### config.mk
export PLATFORM = sky130hd
export DESIGN_NAME = urv_multiply_flat
export DESIGN_NICKNAME = d
export VERILOG_FILES = /design/src/rtl/urv_multiply_if.sv /design/src/rtl/urv_multiply.sv /design/src/flat_wrapper.sv
export SDC_FILE = /design/constraint.sdc
export NUM_CORES = 1
export LEC_CHECK = 0
export ABC_AREA = 1
export BUFFER_PORTS_ARGS = -buffer_cell sky130_fd_sc_hd__buf_4
export CAP_MARGIN = 40
export CORE_ASPECT_RATIO = 1.75
export CORE_MARGIN = 5
export CORE_UTILIZATION = 41
export CTS_BUF_LIST = sky130_fd_sc_hd__clkbuf_8
export DETAILED_ROUTE_END_ITERATION = 16
export GPL_ROUTABILITY_DRIVEN = 0
export GPL_TIMING_DRIVEN = 0
export PLACE_DENSITY = 0.61
export SKIP_LAST_GASP = 1
export SYNTH_ARGS = -nofsm -noshare
export SYNTH_HDL_FRONTEND = slang
export SYNTH_SLANG_ARGS = --single-unit
export TNS_END_PERCENT = 5
### constraint.sdc
create_clock -name clk_i -period 3.65 [get_ports clk_i]
set_clock_uncertainty 0.1 [all_clocks]
set_input_delay 0.73 -clock clk_i [delete_from_list [all_inputs] [get_ports clk_i]]
set_output_delay 0.73 -clock clk_i [all_outputs]
set_load 0.01 [all_outputs]
### src/rtl/urv_multiply_if.sv
// Decode/execute handshake bundle for the uRV iterative multiplier.
// slave = multiplier side, master = pipeline side.
interface urv_multiply_if;
  logic        x_stall_i;
  logic        x_kill_i;
  logic        x_stall_req_o;
  logic        d_valid_i;
  logic        d_is_multiply_i;
  logic [31:0] d_rs1_i;
  logic [31:0] d_rs2_i;
  logic [2:0]  d_fun_i;
  logic [31:0] x_rd_o;

  modport slave (
    input  x_stall_i, x_kill_i, d_valid_i, d_is_multiply_i,
    input  d_rs1_i, d_rs2_i, d_fun_i,
    output x_stall_req_o, x_rd_o
  );

  modport master (
    output x_stall_i, x_kill_i, d_valid_i, d_is_multiply_i,
    output d_rs1_i, d_rs2_i, d_fun_i,
    input  x_stall_req_o, x_rd_o
  );
endinterface

### src/rtl/urv_multiply.sv
// Iterative radix-2 shift-add 32x32 multiplier (MUL/MULH/MULHSU/MULHU).
// Optional zero-operand shortcut: define URV_MUL_ZERO_BYPASS_EN.
module urv_multiply (
  input  logic          clk_i,
  input  logic          rst_i,
  urv_multiply_if.slave bus
);

  typedef enum logic [2:0] {
    S_IDLE,
    S_NEG_A,
    S_NEG_B,
    S_ITER,
    S_RESULT,
    S_DONE
  } state_t;

  // The original 6-bit state counter is split into a phase plus a 5-bit
  // iteration count; cycle-by-cycle timing is unchanged.
  state_t      r_state;
  state_t      w_state_next;
  logic [4:0]  r_iter;

  logic [31:0] r_mcand;
  logic [31:0] r_hi;
  logic [31:0] r_lo;
  logic        r_sign_a;
  logic        r_sign_b;
  logic        r_neg;
  logic        r_is_high;
  logic [31:0] r_rd;

  logic        w_start;
  logic        w_sign_a;
  logic        w_sign_b;
  logic        w_zero_op;
  logic [32:0] w_sum;

  assign w_start  = !bus.x_stall_i && !bus.x_kill_i && bus.d_valid_i && bus.d_is_multiply_i;
  assign w_sign_a = bus.d_rs1_i[31] & ((bus.d_fun_i == 3'd1) | (bus.d_fun_i == 3'd2));
  assign w_sign_b = bus.d_rs2_i[31] & (bus.d_fun_i == 3'd1);

`ifdef URV_MUL_ZERO_BYPASS_EN
  assign w_zero_op = (bus.d_rs1_i == '0) | (bus.d_rs2_i == '0);
`else
  assign w_zero_op = 1'b0;
`endif

  assign w_sum = {1'b0, r_hi} + (r_lo[0] ? {1'b0, r_mcand} : 33'd0);

  assign bus.x_stall_req_o = w_start | ((r_state != S_IDLE) & (r_state != S_DONE));
  assign bus.x_rd_o        = r_rd;

  always_ff @(posedge clk_i) begin
    if (rst_i) r_state <= S_IDLE;
    else       r_state <= w_state_next;
  end

  always_comb begin
    w_state_next = r_state;
    case (r_state)
      S_IDLE:   if (w_start) w_state_next = w_zero_op ? S_RESULT : S_NEG_A;
      S_NEG_A:  w_state_next = S_NEG_B;
      S_NEG_B:  w_state_next = S_ITER;
      S_ITER:   if (r_iter == 5'd31) w_state_next = S_RESULT;
      S_RESULT: w_state_next = S_DONE;
      S_DONE:   w_state_next = S_IDLE;
      default:  w_state_next = S_IDLE;
    endcase
  end

  always_ff @(posedge clk_i) begin
    if (rst_i) begin
      r_iter    <= '0;
      r_mcand   <= '0;
      r_hi      <= '0;
      r_lo      <= '0;
      r_sign_a  <= 1'b0;
      r_sign_b  <= 1'b0;
      r_neg     <= 1'b0;
      r_is_high <= 1'b0;
      r_rd      <= '0;
    end else begin
      case (r_state)
        S_IDLE: begin
          r_iter <= '0;
          if (w_start) begin
            r_mcand   <= bus.d_rs1_i;
            r_lo      <= w_zero_op ? '0 : bus.d_rs2_i;
            r_hi      <= '0;
            r_sign_a  <= w_sign_a;
            r_sign_b  <= w_sign_b;
            r_neg     <= w_zero_op ? 1'b0 : (w_sign_a ^ w_sign_b);
            r_is_high <= (bus.d_fun_i != 3'd0);
          end
        end
        S_NEG_A: if (r_sign_a) r_mcand <= -r_mcand;
        S_NEG_B: if (r_sign_b) r_lo <= -r_lo;
        S_ITER: begin
          r_hi   <= w_sum[32:1];
          r_lo   <= {w_sum[0], r_lo[31:1]};
          r_iter <= r_iter + 5'd1;
        end
        // High word of the negated 64-bit product: the +1 only carries into
        // the high half when the low half is all zeros.
        S_RESULT: begin
          if (!r_is_high)  r_rd <= r_lo;
          else if (r_neg)  r_rd <= ~r_hi + {31'd0, (r_lo == '0)};
          else             r_rd <= r_hi;
        end
        default: ;
      endcase
    end
  end

endmodule

### src/flat_wrapper.sv
// flat-port wrapper written by rule: the top's interface ports become plain ports
module urv_multiply_flat 
  (clk_i, rst_i, bus_x_stall_i, bus_x_kill_i, bus_d_valid_i, bus_d_is_multiply_i, bus_d_rs1_i, bus_d_rs2_i, bus_d_fun_i, bus_x_stall_req_o, bus_x_rd_o);
  urv_multiply_if bus_i ();
  input  logic clk_i;
  input  logic rst_i;
  input wire logic [$bits(bus_i.x_stall_i)-1:0] bus_x_stall_i;
  input wire logic [$bits(bus_i.x_kill_i)-1:0] bus_x_kill_i;
  input wire logic [$bits(bus_i.d_valid_i)-1:0] bus_d_valid_i;
  input wire logic [$bits(bus_i.d_is_multiply_i)-1:0] bus_d_is_multiply_i;
  input wire logic [$bits(bus_i.d_rs1_i)-1:0] bus_d_rs1_i;
  input wire logic [$bits(bus_i.d_rs2_i)-1:0] bus_d_rs2_i;
  input wire logic [$bits(bus_i.d_fun_i)-1:0] bus_d_fun_i;
  output wire logic [$bits(bus_i.x_stall_req_o)-1:0] bus_x_stall_req_o;
  output wire logic [$bits(bus_i.x_rd_o)-1:0] bus_x_rd_o;
  assign bus_i.x_stall_i = bus_x_stall_i;
  assign bus_i.x_kill_i = bus_x_kill_i;
  assign bus_i.d_valid_i = bus_d_valid_i;
  assign bus_i.d_is_multiply_i = bus_d_is_multiply_i;
  assign bus_i.d_rs1_i = bus_d_rs1_i;
  assign bus_i.d_rs2_i = bus_d_rs2_i;
  assign bus_i.d_fun_i = bus_d_fun_i;
  assign bus_x_stall_req_o = bus_i.x_stall_req_o;
  assign bus_x_rd_o = bus_i.x_rd_o;
  urv_multiply u_core (.clk_i(clk_i), .rst_i(rst_i), .bus(bus_i));
endmodule
==> impl_summary.log <==
INFO  metric post_layout_util = 0.480
INFO  metric clock_tree.buffer_depth = 2
INFO  metric die_w = ~140 um
INFO  metric cts_made_buffers = 17
INFO  metric place.port_buffers = roughly 100
INFO  metric synth-seq-area-share = 0.249
INFO  metric number_of_hold_repair_buffers_added_at_the_cts_stage = 0
INFO  metric number_of_antenna_cells_inserted = 0
INFO  metric setup_slack = approximately 230 ps
INFO  metric hold_path_end = u_core.r_sign_b
INFO  metric vdd.ir_drop.worst = roughly 0.00024 V
INFO  metric cts_tree = done
INFO  metric grt_use_total = 0.281
INFO  metric reg2reg_from = u_core.r_lo[0]
INFO  metric remaining_drc_errors = 0
INFO  metric grt_start_max_net_pins = 17
INFO  metric routed_wirelength = approximately 44000 um
INFO  metric final_period_minus_worst_setup_slack = ~3400 ps
INFO  metric avgSynthCellArea = slightly below 6 sq um
INFO  metric die-area = 31000 sq um
INFO  metric mappedNetlistArea = ~11000 sq um
INFO  metric cts_root_buffer = clkbuf_8
INFO  metric synth_nets = 2020
INFO  metric drt_pass1_iterations = 5
INFO  metric worstPathMaxFanout = 4
INFO  metric setup_viol_count_final = 0
INFO  metric htreeDepth = 4
INFO  metric finalNetCount = around 2200
INFO  metric final_min_period_over_clock_period = 0.938
INFO  metric register_to_register_setup_slack = about 230 ps
INFO  metric grt_first_pass_wirelength = between 60000 and 70000 um
INFO  metric netlist_instances = 1908
INFO  metric yosysWarnings = 0
INFO  metric hold_path.class = reg2reg
INFO  metric drtIter0Drc = ~750
INFO  metric post_route_cells_drive_above_1_share = 0.121
INFO  metric slew_headroom = 0.356
INFO  metric synth.most_common_cell = nand2_1
INFO  metric synth.top_cells.by_count = nand2_1, inv_1, a21oi_1
INFO  metric yosys_most_used_dff = dfxtp_1
INFO  metric synthDominantAreaCellType = dfxtp_1
INFO  metric share_comb_of_total_power = 0.460
INFO  metric worstHoldPathCells = 2
INFO  metric ios = roughly 110
INFO  metric sequentialPowerShare = 0.318
INFO  metric detailedPlace.worstSlack = -638 ps
INFO  metric slew_violations = 0
INFO  metric p_leak = 0.00629 uW
INFO  metric vias_in_the_first_global_route = 12944
INFO  metric startpoint_type = flop
INFO  metric hold_path_startpoint = u_core.r_sign_b
INFO  metric reg2regPathDepth = 23
INFO  metric status = complete, no violations
INFO  metric internal-power = around 3300 uW
INFO  metric layout-area-overhead-vs-synth = 16.3%
INFO  metric maximum_frequency_from_static_timing_analysis = around 290 MHz
INFO  metric required = around 3900 ps
INFO  metric tns = 0 ps
INFO  metric floorplan.die.height = roughly 230 um
INFO  metric detailed_place_hpwl = about 36000 um
INFO  metric final_antenna_net_count = 0
INFO  metric timing.max_cap.violations = 0
INFO  metric routed_via_density = 5.42
INFO  metric critPathKind = reg2reg
INFO  metric clkLatencyLatePin = around 500 ps
INFO  metric cp_data_arrival_time = between 3000 and 4000 ps
INFO  metric max_slew.worst_pin.slew = 967 ps
INFO  metric power_density = around 470 nW/um^2
INFO  metric core-area = between 20000 and 30000 sq um
INFO  metric route.vias.total = roughly 13000
INFO  metric antenna_found_initial = 0
INFO  metric gr-total-overflow = 0
INFO  metric ys_top_cells_by_area = dfxtp_1, nand2_1, a21oi_1
INFO  metric synth_enable_flop_cells = 0
INFO  metric power.net_switching = slightly below 3000 uW
INFO  metric initial_core_util = 0.413
INFO  metric synth_async_sr_flop_share = 0
INFO  metric power.switching_fraction = 0.470
INFO  metric clock_sinks = 140
INFO  metric routedWlPerCell = between 15 and 20 um
INFO  metric clk_pin_slew_worst_paths = 90 ps
INFO  metric yosysUniqueCellTypes = 48
INFO  metric fp-row-count = 80
INFO  metric endpoint_kind = flop
INFO  metric yosys.area.top_type_share = 0.249
INFO  metric timing.rr.end = u_core.bus.x_rd_o[23]
INFO  metric hold_violations = 0
INFO  metric power.clock.fraction = 0.222
INFO  metric ys_seq_elements = 140
## flip-flops by register name, summed over array words and instances, names as in the netlist
signal	count
u_core.r_mcand	32
u_core.r_lo	32
u_core.r_neg	1
u_core.r_state	3
u_core.r_hi	32
u_core.r_sign_b	1
u_core.r_sign_a	1
u_core.r_is_high	1
u_core.r_iter	5
u_core.bus.x_rd_o	32
## worst max-delay path, stage by stage (launching register included)
cell and delay (ps):
dfxtp_2 320, buf_6 120, inv_6 60, ha_4 140, nand2_4 60, nor2_4 110, nand3_4 110, inv_4 80
nand2_4 50, nor2_4 130, nand3_2 100, nor2_4 150, nand4_1 200, nor2_4 230, ha_4 170, nand2_1 60
nor2_1 280, nand3_1 180, nor2_1 210, nor2_1 60, nand2_1 80, nand3_1 90, nand2_1 100, a21oi_1 60
## area by class of cell
type | count | area, sq um
clock inverter | 15 | 174
tap | 369 | 462
fill | 3046 | 14100
clock buffer | 17 | 234
sequential | 140 | 2800
timing repair buffer | 113 | 848
multi-input combinational | 1412 | 7100
inverter | 285 | 1080
buffer | 71 | 380
## cells by family after synthesis
group | synth area share
and+or+nand+nor | 0.364
buffers and inverters | 0.129
xor gates and xnor gates | 0.0132
adders and majority gates | 0.0441
AOI/OAI and AO/OA | 0.201
DFF | 0.249
## how the worst max path moves through the flow
stage,cells after the start,slack (ps),end,start
6_report,23,230,u_core.bus.x_rd_o[23],u_core.r_lo[0]
5_1_grt,25,-1,u_core.bus.x_rd_o[18],u_core.r_lo[0]
4_1_cts,25,20,u_core.bus.x_rd_o[26],u_core.r_lo[0]
3_5_place_dp,25,-640,u_core.bus.x_rd_o[26],u_core.r_lo[0]
3_3_place_gp,25,-620,u_core.bus.x_rd_o[26],u_core.r_lo[0]
2_1_floorplan,25,730,u_core.bus.x_rd_o[26],u_core.r_lo[0]
## power by group through the flow
stage / registers, uW / clock network [uW] / logic [uW]
finish: 1970 / 1380 / 2850
global route: 2000 / 1440 / 3120
CTS: 1960 / 1380 / 2700
detailed placement: 1990 / 0 / 2570
global placement: 1990 / 0 / 2530
floorplan: 1910 / 0 / 1830
## stage by stage
stage	cell area, sq um	hold slack (ps)	power, uW	instances
2_1_floorplan	11200	337	3740	1908
3_3_place_gp	12500	355	4520	2381
3_5_place_dp	12500	355	4550	2381
4_1_cts	13000	369	6040	2418
5_1_grt	13100	390	6550	2422
6_report	13100	367	6200	2422
## placed cells by master (no fill, tap or decap), types with 10 or more instances in the layout
master / count
inv_1: 272
o211ai_1: 10
nand2_1: 524
clkbuf_1: 34
buf_2: 18
clkbuf_8: 17
nand4_1: 31
xor2_1: 14
buf_4: 121
ha_1: 36
dfxtp_1: 139
a221oi_1: 25
a21oi_1: 215
inv_2: 11
nor2_1: 144
nand3_1: 170
nor3_1: 19
nor2_4: 12
o21ai_0: 116
## per-layer routing
metal  part of all wire  up-vias  track usage
met5                  0        -            0
met4              0.092        0        0.230
met3              0.043      183       0.0424
met2               0.53      466        0.531
met1               0.34     5931        0.257
li1                   -     6539            -
## repair_timing
action / CTS / global route
pin swaps: 9 / 13
endpoints found under the setup margin: 26 / 20
buffers inserted: 5 / 4
resized for setup: 19 / 14
No activity file was read; power rests on OpenSTA's default activity.
